File: config.mk
export PLATFORM = sky130hd
export DESIGN_NAME = eeg_detect_responder
export DESIGN_NICKNAME = d
export VERILOG_FILES = /design/src/rtl/eeg_detect_pkg.sv /design/src/rtl/line_length_acc.sv /design/src/rtl/eeg_detect_responder.sv
export SDC_FILE = /design/constraint.sdc
export NUM_CORES = 1
export LEC_CHECK = 0
export CORE_MARGIN = 2
export CORE_UTILIZATION = 30
export CTS_CLUSTER_SIZE = 25
export DETAILED_ROUTE_END_ITERATION = 7
export GPL_ROUTABILITY_DRIVEN = 0
export PLACE_DENSITY = 0.54
export SYNTH_ARGS = -nofsm -noshare
export SYNTH_HDL_FRONTEND = slang
export SYNTH_HIERARCHICAL = 1
export SYNTH_SLANG_ARGS = --single-unit
File: constraint.sdc
create_clock -name clk -period 9.86 [get_ports clk]
set_clock_uncertainty 0.05 [all_clocks]
set_input_delay 1.479 -clock clk [delete_from_list [all_inputs] [get_ports clk]]
set_output_delay 1.479 -clock clk [all_outputs]
set_load 0.005 [all_outputs]
File: src/rtl/eeg_detect_pkg.sv
// Shared types and constants for the EEG line-length seizure detector.
package eeg_detect_pkg;

    localparam int unsigned ACC_WIDTH               = 24;
    localparam int unsigned ADDR_WIDTH              = 8;
    localparam int unsigned CONF_WIDTH              = 16;
    localparam int unsigned DEF_DATA_WIDTH          = 16;
    localparam int unsigned DEF_FEATURE_COUNT       = 178;
    localparam logic [15:0] DEF_DETECTION_THRESHOLD = 16'h0080;
    localparam int unsigned DEF_CONF_SHIFT          = 8;

    // Encodings double as the system_status output.
    typedef enum logic [1:0] {
        ST_IDLE       = 2'b00,
        ST_PROCESSING = 2'b01,
        ST_DONE       = 2'b10
    } state_t;

    function automatic logic [CONF_WIDTH-1:0] saturate_conf(input logic [ACC_WIDTH-1:0] value);
        return (value > ACC_WIDTH'(65535)) ? '1 : value[CONF_WIDTH-1:0];
    endfunction

endpackage

File: src/rtl/line_length_acc.sv
// Previous-sample register, 17-bit absolute difference and line-length accumulator.
module line_length_acc
    import eeg_detect_pkg::*;
#(
    parameter int unsigned DATA_WIDTH = DEF_DATA_WIDTH
) (
    input  logic                  clk,
    input  logic                  reset,
    input  logic                  clear,
    input  logic                  load_first,
    input  logic                  add,
    input  logic [DATA_WIDTH-1:0] sample,
    output logic [ACC_WIDTH-1:0]  acc_next_c
);

    logic [DATA_WIDTH-1:0] prev;
    logic [ACC_WIDTH-1:0]  acc;
    logic signed [DATA_WIDTH:0] diff;
    logic [DATA_WIDTH:0]   mag;

    // Sign-extend by one bit so the difference of any two samples is exact.
    always_comb begin
        diff = $signed({sample[DATA_WIDTH-1], sample}) - $signed({prev[DATA_WIDTH-1], prev});
        mag  = diff[DATA_WIDTH] ? $unsigned(-diff) : $unsigned(diff);
        acc_next_c = acc;
        if (clear) begin
            acc_next_c = '0;
        end else if (add) begin
            acc_next_c = acc + ACC_WIDTH'(mag);
        end
    end

    always_ff @(posedge clk) begin
        if (reset) begin
            acc  <= '0;
            prev <= '0;
        end else begin
            acc <= acc_next_c;
            if (load_first || add) begin
                prev <= sample;
            end
        end
    end

endmodule

File: src/rtl/eeg_detect_responder.sv
// Fetches a feature window, accumulates its line length and reports a thresholded seizure flag.
module eeg_detect_responder
    import eeg_detect_pkg::*;
#(
    parameter int unsigned DATA_WIDTH          = DEF_DATA_WIDTH,
    parameter int unsigned FEATURE_COUNT       = DEF_FEATURE_COUNT,
    parameter logic [15:0] DETECTION_THRESHOLD = DEF_DETECTION_THRESHOLD,
    parameter int unsigned CONF_SHIFT          = DEF_CONF_SHIFT
) (
    input  logic                  clk,
    input  logic                  reset,
    input  logic                  data_valid,
    output logic                  system_ready,
    output logic                  sample_req,
    output logic [7:0]            sample_addr,
    input  logic [DATA_WIDTH-1:0] sample_data,
    output logic                  result_valid,
    output logic                  seizure_detected,
    output logic [15:0]           detection_confidence,
    output logic [1:0]            system_status
);

    localparam logic [ADDR_WIDTH-1:0] LAST_ADDR = ADDR_WIDTH'(FEATURE_COUNT - 1);

    state_t state, state_nxt;
    logic                  req_nxt;
    logic [ADDR_WIDTH-1:0] addr_nxt;
    logic                  cap_valid, cap_first, cap_last;
    logic                  clear, load_first, add;
    logic [ACC_WIDTH-1:0]  acc_next_c;
    logic [ACC_WIDTH-1:0]  scaled;
    logic                  result_valid_nxt, seizure_nxt;
    logic [CONF_WIDTH-1:0] conf_nxt;

    line_length_acc #(.DATA_WIDTH(DATA_WIDTH)) u_acc (
        .clk        (clk),
        .reset      (reset),
        .clear      (clear),
        .load_first (load_first),
        .add        (add),
        .sample     (sample_data),
        .acc_next_c (acc_next_c)
    );

    // Next state, fetch sequencing and result capture; cap_* marks the cycle sample_data is valid.
    always_comb begin
        state_nxt        = state;
        req_nxt          = sample_req;
        addr_nxt         = sample_addr;
        clear            = 1'b0;
        load_first       = cap_valid && cap_first;
        add              = cap_valid && !cap_first;
        result_valid_nxt = result_valid;
        seizure_nxt      = seizure_detected;
        conf_nxt         = detection_confidence;
        scaled           = acc_next_c >> CONF_SHIFT;

        case (state)
            ST_IDLE: begin
                if (data_valid) begin
                    state_nxt        = ST_PROCESSING;
                    req_nxt          = 1'b1;
                    addr_nxt         = '0;
                    clear            = 1'b1;
                    result_valid_nxt = 1'b0;
                end
            end
            ST_PROCESSING: begin
                if (sample_req) begin
                    if (sample_addr == LAST_ADDR) begin
                        req_nxt  = 1'b0;
                        addr_nxt = '0;
                    end else begin
                        addr_nxt = sample_addr + ADDR_WIDTH'(1);
                    end
                end
                if (cap_valid && cap_last) begin
                    state_nxt        = ST_DONE;
                    conf_nxt         = saturate_conf(scaled);
                    seizure_nxt      = (conf_nxt >= DETECTION_THRESHOLD);
                    result_valid_nxt = 1'b1;
                end
            end
            ST_DONE: state_nxt = ST_IDLE;
            default: state_nxt = ST_IDLE;
        endcase
    end

    always_ff @(posedge clk) begin
        if (reset) begin
            state                <= ST_IDLE;
            system_ready         <= 1'b1;
            sample_req           <= 1'b0;
            sample_addr          <= '0;
            cap_valid            <= 1'b0;
            cap_first            <= 1'b0;
            cap_last             <= 1'b0;
            result_valid         <= 1'b0;
            seizure_detected     <= 1'b0;
            detection_confidence <= '0;
        end else begin
            state                <= state_nxt;
            system_ready         <= (state_nxt == ST_IDLE);
            sample_req           <= req_nxt;
            sample_addr          <= addr_nxt;
            cap_valid            <= sample_req;
            cap_first            <= sample_req && (sample_addr == '0);
            cap_last             <= sample_req && (sample_addr == LAST_ADDR);
            result_valid         <= result_valid_nxt;
            seizure_detected     <= seizure_nxt;
            detection_confidence <= conf_nxt;
        end
    end

    assign system_status = state;

endmodule

==> impl_metrics.csv, run 1 <==
group,metric,value,unit
global_routing,first_global_vias,4515,
clocking,cts_root_buf,"clkbuf_16",
run,maxCapViolCount,0,
clocking,clock_path_buffers,2,
sta,grt_setup_unrepaired,"false",
route,drt-met1-wl,6330,µm
route,wl_per_cell,13.3,µm
logic_synthesis,yosysWarnings,6,
cells_and_area,n_fill_cell,1815,
global_routing,antenna_found_initial,0,
route,first_pass_iters,4,
cells_and_area,antenna_cells,0,
critical_path,cp_max_fo,18,
critical_path,endpoint_kind,"flip-flop",
route,drt_iter0_markers,202,
sta,fmax,0.137,GHz
sta,finalHoldViolCount,0,
route,drt-total-wl,12700,µm
global_routing,overflow,0,
clocking,cts_setup_buffers,0,
sta,fin_tns_setup,0,ns
floorplanning,rows,48,
floorplanning,core,0.0174,mm²
clocking,clkLatencyLatePin,0.35,ns
clocking,clkSinkCount,73,
route,top_layer,"met4",
critical_path,cp-start-kind,"input pin",
floorplanning,die_x,137,µm
power,power,895,µW
power,leakage,0.00229,µW
sta,fin_crit,7.31,ns
hold_path,hold_path.class,"reg2reg",
route,drc,0,
critical_path,reg2reg_from,"u_acc/prev[0]",
placement,port_buffers,48,
floorplanning,io_pins,49,
placement,place_ws,2.20,ns
route,wl_met3,297,µm
outcome,status,"finished clean",
clocking,numCtsBuffers,9,
floorplanning,die-area,0.0189,mm²
cells_and_area,area_growth,17.2,%
logic_synthesis,syn_nets,755,
cells_and_area,fin_util,0.360,
cells_and_area,nNetsFinal,784,
clocking,ctsHtreeMaxLevel,3,
critical_path,crit_start,"sample_data[0]",
clocking,cts.hold.buffers_added,0,
sta,relSlewSlack,0.253,
cells_and_area,final_common_cell,"nand2_1",
route,route.met2.wl,5820,µm
route,antenna_left,0,
global_routing,grt_pass1_wl,21800,µm
critical_path,cp.arrival,7.46,ns
power,ir_drop,78.7,µV
clocking,path_clk_slew,0.06,ns
logic_synthesis,syn_area,0.00534,mm²
hold_path,min-delay-start,"u_acc/prev[5]",
sta,worstMarginPinSlew,1.12,ns
cells_and_area,layout_common_cells,"nand2_1, dfxtp_1, a21oi_1",
placement,hpwl,9170,µm
global_routing,grt_max_degree,61,
sta,setup_violations,0,
floorplanning,dieHeight,137,µm
clocking,cts_tree,"done",
logic_synthesis,syn_inst,694,
critical_path,worstPathRequired,10.01,ns
sta,post-route-period-util,0.741,
route,via_count,4755,
sta,worst_slack,2.55,ns
sta,finalMaxSlewViolations,0,
logic_synthesis,avgSynthCellArea,7.69,µm²
clocking,cts_resized,0,
critical_path,crit_type,"in2reg",
route,vias_per_cell,4.99,
global_routing,grt.total_usage,0.143,
cells_and_area,drive_above_1_share,0.0604,
floorplanning,start_util,0.308,
power,power_density,143,mW/mm²
-- worst max-delay path, cell delays in order --
cell and delay [ns]:
clkdlybuf4s50_1 0.48, inv_1 0.05, ha_1 0.23, fa_1 0.42, nor2b_1 0.17, o31a_1 0.25
o21a_1 0.21, o22ai_2 0.11, o211a_1 0.22, a21oi_2 0.57, nor2_1 0.13, a21oi_1 0.16
ha_1 0.26, a211oi_1 0.30, o21ai_0 0.19, a21oi_1 0.31, o21ai_0 0.24, a211oi_1 0.50
nor4_1 0.12, xnor2_1 0.20, nor2_1 0.07, or4_1 0.51, nor3_1 0.15, a311oi_1 0.11
-- flip-flops by register name, summed over array words and instances, names as in the netlist --
name,cells
result_valid,1
system_status,2
sample_req,1
system_ready,1
u_acc/prev,16
sample_addr,8
cap_valid,1
detection_confidence,16
u_acc/acc,24
seizure_detected,1
cap_last,1
cap_first,1
-- through the flow --
| stage | cells | instance area [µm²] | hold slack [ns] |
|---|---|---|---|
| 2_1_floorplan | 694 | 5340 | 0.380 |
| 3_3_place_gp | 937 | 5970 | 0.390 |
| 3_5_place_dp | 937 | 5970 | 0.393 |
| 4_1_cts | 953 | 6250 | 0.402 |
| 5_1_grt | 953 | 6250 | 0.419 |
| 6_report | 953 | 6250 | 0.399 |
-- path summary, 6_finish.rpt --
check	to	slack [ns]	cells past startpoint
setup / recovery	seizure_detected	2.55	24
hold / removal	u_acc/prev[5]	0.40	2
setup reg to reg	seizure_detected	3.91	22
hold reg to reg	u_acc/prev[5]	0.40	2
-- where the power goes --
group | total (µW) | switching (µW) | internal (µW) | leakage [µW]
clock | 324 | 149 | 175 | 0.000134
combinational | 264 | 152 | 111 | 0.00156
sequential | 308 | 5.20 | 302 | 0.000591
total | 895 | 307 | 589 | 0.00229
-- cell type report --
class                      count  area, µm²  area share
inverter                      36        135      0.0216
timing repair buffer          52        505      0.0808
multi-input combinational    551       3590       0.574
sequential                    73       1460       0.234
tap                          225        282      0.0450
clock buffer                   9        225      0.0360
clock inverter                 7       58.8     0.00940
-- per-layer routing --
metal	track usage	up-vias
met4	0.0578	0
li1	-	2530
met2	0.224	40
met5	0	-
met1	0.194	2173
met3	0.0243	12
(Power assumes the default switching activity.)
==> inputs of run 2 (changes only) <==
==> constraint.sdc (replaced) <==
create_clock -name clk -period 6.9 [get_ports clk]
set_clock_uncertainty 0.05 [all_clocks]
set_input_delay 1.035 -clock clk [delete_from_list [all_inputs] [get_ports clk]]
set_output_delay 1.035 -clock clk [all_outputs]
set_load 0.005 [all_outputs]
==> impl_metrics.csv, run 2 (same netlist as run 1, synthesis figures left out) <==
group,metric,value,unit
cells_and_area,regMostFlops,"u_acc/acc",
sta,worst_slack,0.620,ns
critical_path,worstPathRequired,7.05,ns
critical_path,crit_top_cell,"o21ai_0",
route,drc,0,
sta,fin_tns_setup,0,ns
route,wl_per_cell,13.6,µm
floorplanning,die_x,137,µm
power,ir_drop,120,µV
placement,place_area,0.00602,mm²
critical_path,cp-start-kind,"input pin",
cells_and_area,nNetsFinal,790,
cells_and_area,fin_area,0.00632,mm²
power,power_density,208,mW/mm²
sta,relSlewSlack,0.232,
route,vias_per_cell,5.04,
placement,port_buffers,48,
sta,finalHoldViolCount,0,
critical_path,cp.arrival,6.43,ns
sta,finalMaxSlewViolations,0,
route,drt_iter0_markers,219,
cells_and_area,fin_util,0.364,
global_routing,antenna_found_initial,0,
sta,worstMarginPinSlew,1.15,ns
placement,dp.cells,943,
cells_and_area,drive_above_1_share,0.0681,
cells_and_area,area_growth,18.4,%
placement,place_ws,0.226,ns
clocking,cts_root_buf,"clkbuf_16",
run,maxCapViolCount,0,
clocking,cts_resized,0,
route,first_pass_iters,5,
cells_and_area,final_common_cell,"nand2_1",
floorplanning,io_pins,49,
sta,grt_setup_unrepaired,"false",
cells_and_area,largest_register_ff_count,24,
clocking,clkSinkCount,73,
critical_path,endpoint_kind,"flip-flop",
critical_path,worst_path_largest_cell_delay,0.51,ns
clocking,cts_setup_buffers,0,
global_routing,first_global_vias,4599,
clocking,clkLatencyLatePin,0.35,ns
sta,setup_violations,0,
route,via_count,4832,
clocking,cts.hold.buffers_added,0,
power,leakage,0.00233,µW
global_routing,grt.total_usage,0.147,
route,drt-total-wl,13100,µm
clocking,path_clk_slew,0.07,ns
global_routing,overflow,0,
sta,post-route-period-util,0.910,
floorplanning,core,0.0174,mm²
critical_path,crit_type,"in2reg",
clocking,clock_path_buffers,2,
sta,fmax,0.159,GHz
cells_and_area,antenna_cells,0,
route,antenna_left,0,
hold_path,hold_path.class,"reg2reg",
critical_path,slowest_stage,"or4_1",
critical_path,cp_max_fo,18,
global_routing,grt_max_degree,61,
clocking,ctsHtreeMaxLevel,3,
placement,hpwl,9430,µm
floorplanning,dieHeight,137,µm
cells_and_area,layout_common_cells,"nand2_1, dfxtp_1, a21oi_1",
floorplanning,rows,48,
outcome,status,"finished clean",
cells_and_area,largest_registers,"u_acc/acc x24, detection_confidence x16, u_acc/prev x16",
cells_and_area,instances_no_fill,959,
floorplanning,start_util,0.308,
sta,fin_crit,6.28,ns
clocking,numCtsBuffers,9,
clocking,cts_tree,"done",
floorplanning,die-area,0.0189,mm²
global_routing,grt_pass1_wl,22200,µm
==> run 2: cell count changes in the layout (fill, tap and decap cells not counted) <==
cell,change
clkinvlp_4,-2
clkinv_2,+1
buf_4,+6
bufinv_16,+1
clkinv_4,+4
inv_6,-4
==> run 2: power by group <==
part | switching, µW | internal, µW | total (µW)
sequential | 7.55 | 432 | 440
clock | 207 | 283 | 491
combinational | 221 | 162 | 383
total | 436 | 878 | 1310
==> run 2: final timing paths <==
| path | startpoint | to | slack (ns) | cells past startpoint |
|---|---|---|---|---|
| hold / removal | u_acc/prev[8] | u_acc/prev[8] | 0.40 | 2 |
| setup reg to reg | u_acc/prev[2] | seizure_detected | 1.52 | 22 |
| setup / recovery | sample_data[0] | seizure_detected | 0.62 | 25 |
| hold reg to reg | u_acc/prev[8] | u_acc/prev[8] | 0.40 | 2 |
==> run 2: final cells by class <==
type | instances | area, µm²
inverters | 36 | 135
repair buffers | 58 | 551
fillers | 1803 | 11000
clock inverters | 7 | 78.8
flip-flops and latches | 73 | 1460
multi-input cells | 551 | 3590
well taps | 225 | 282
clock buffers | 9 | 225
==> run 2: per-layer routing <==
metal  global-route usage  share of wire
met5                    0              0
met4               0.0630          0.016
met3               0.0217          0.023
met2                0.234           0.46
met1                0.197           0.50
==> run 2: through the flow <==
stage	total power [µW]	hold WS (ns)
2_1_floorplan	748	0.380
3_3_place_gp	831	0.390
3_5_place_dp	831	0.394
4_1_cts	1330	0.403
5_1_grt	1390	0.422
6_report	1310	0.402
==> run 2: critical path, delay by kind of cell <==
family,cells,cell delay (ns)
simple gates,6,1.32
compound gates,11,2.01
fa+ha+maj,3,0.98
buf+inv,3,0.75
xor+xnor,2,0.31
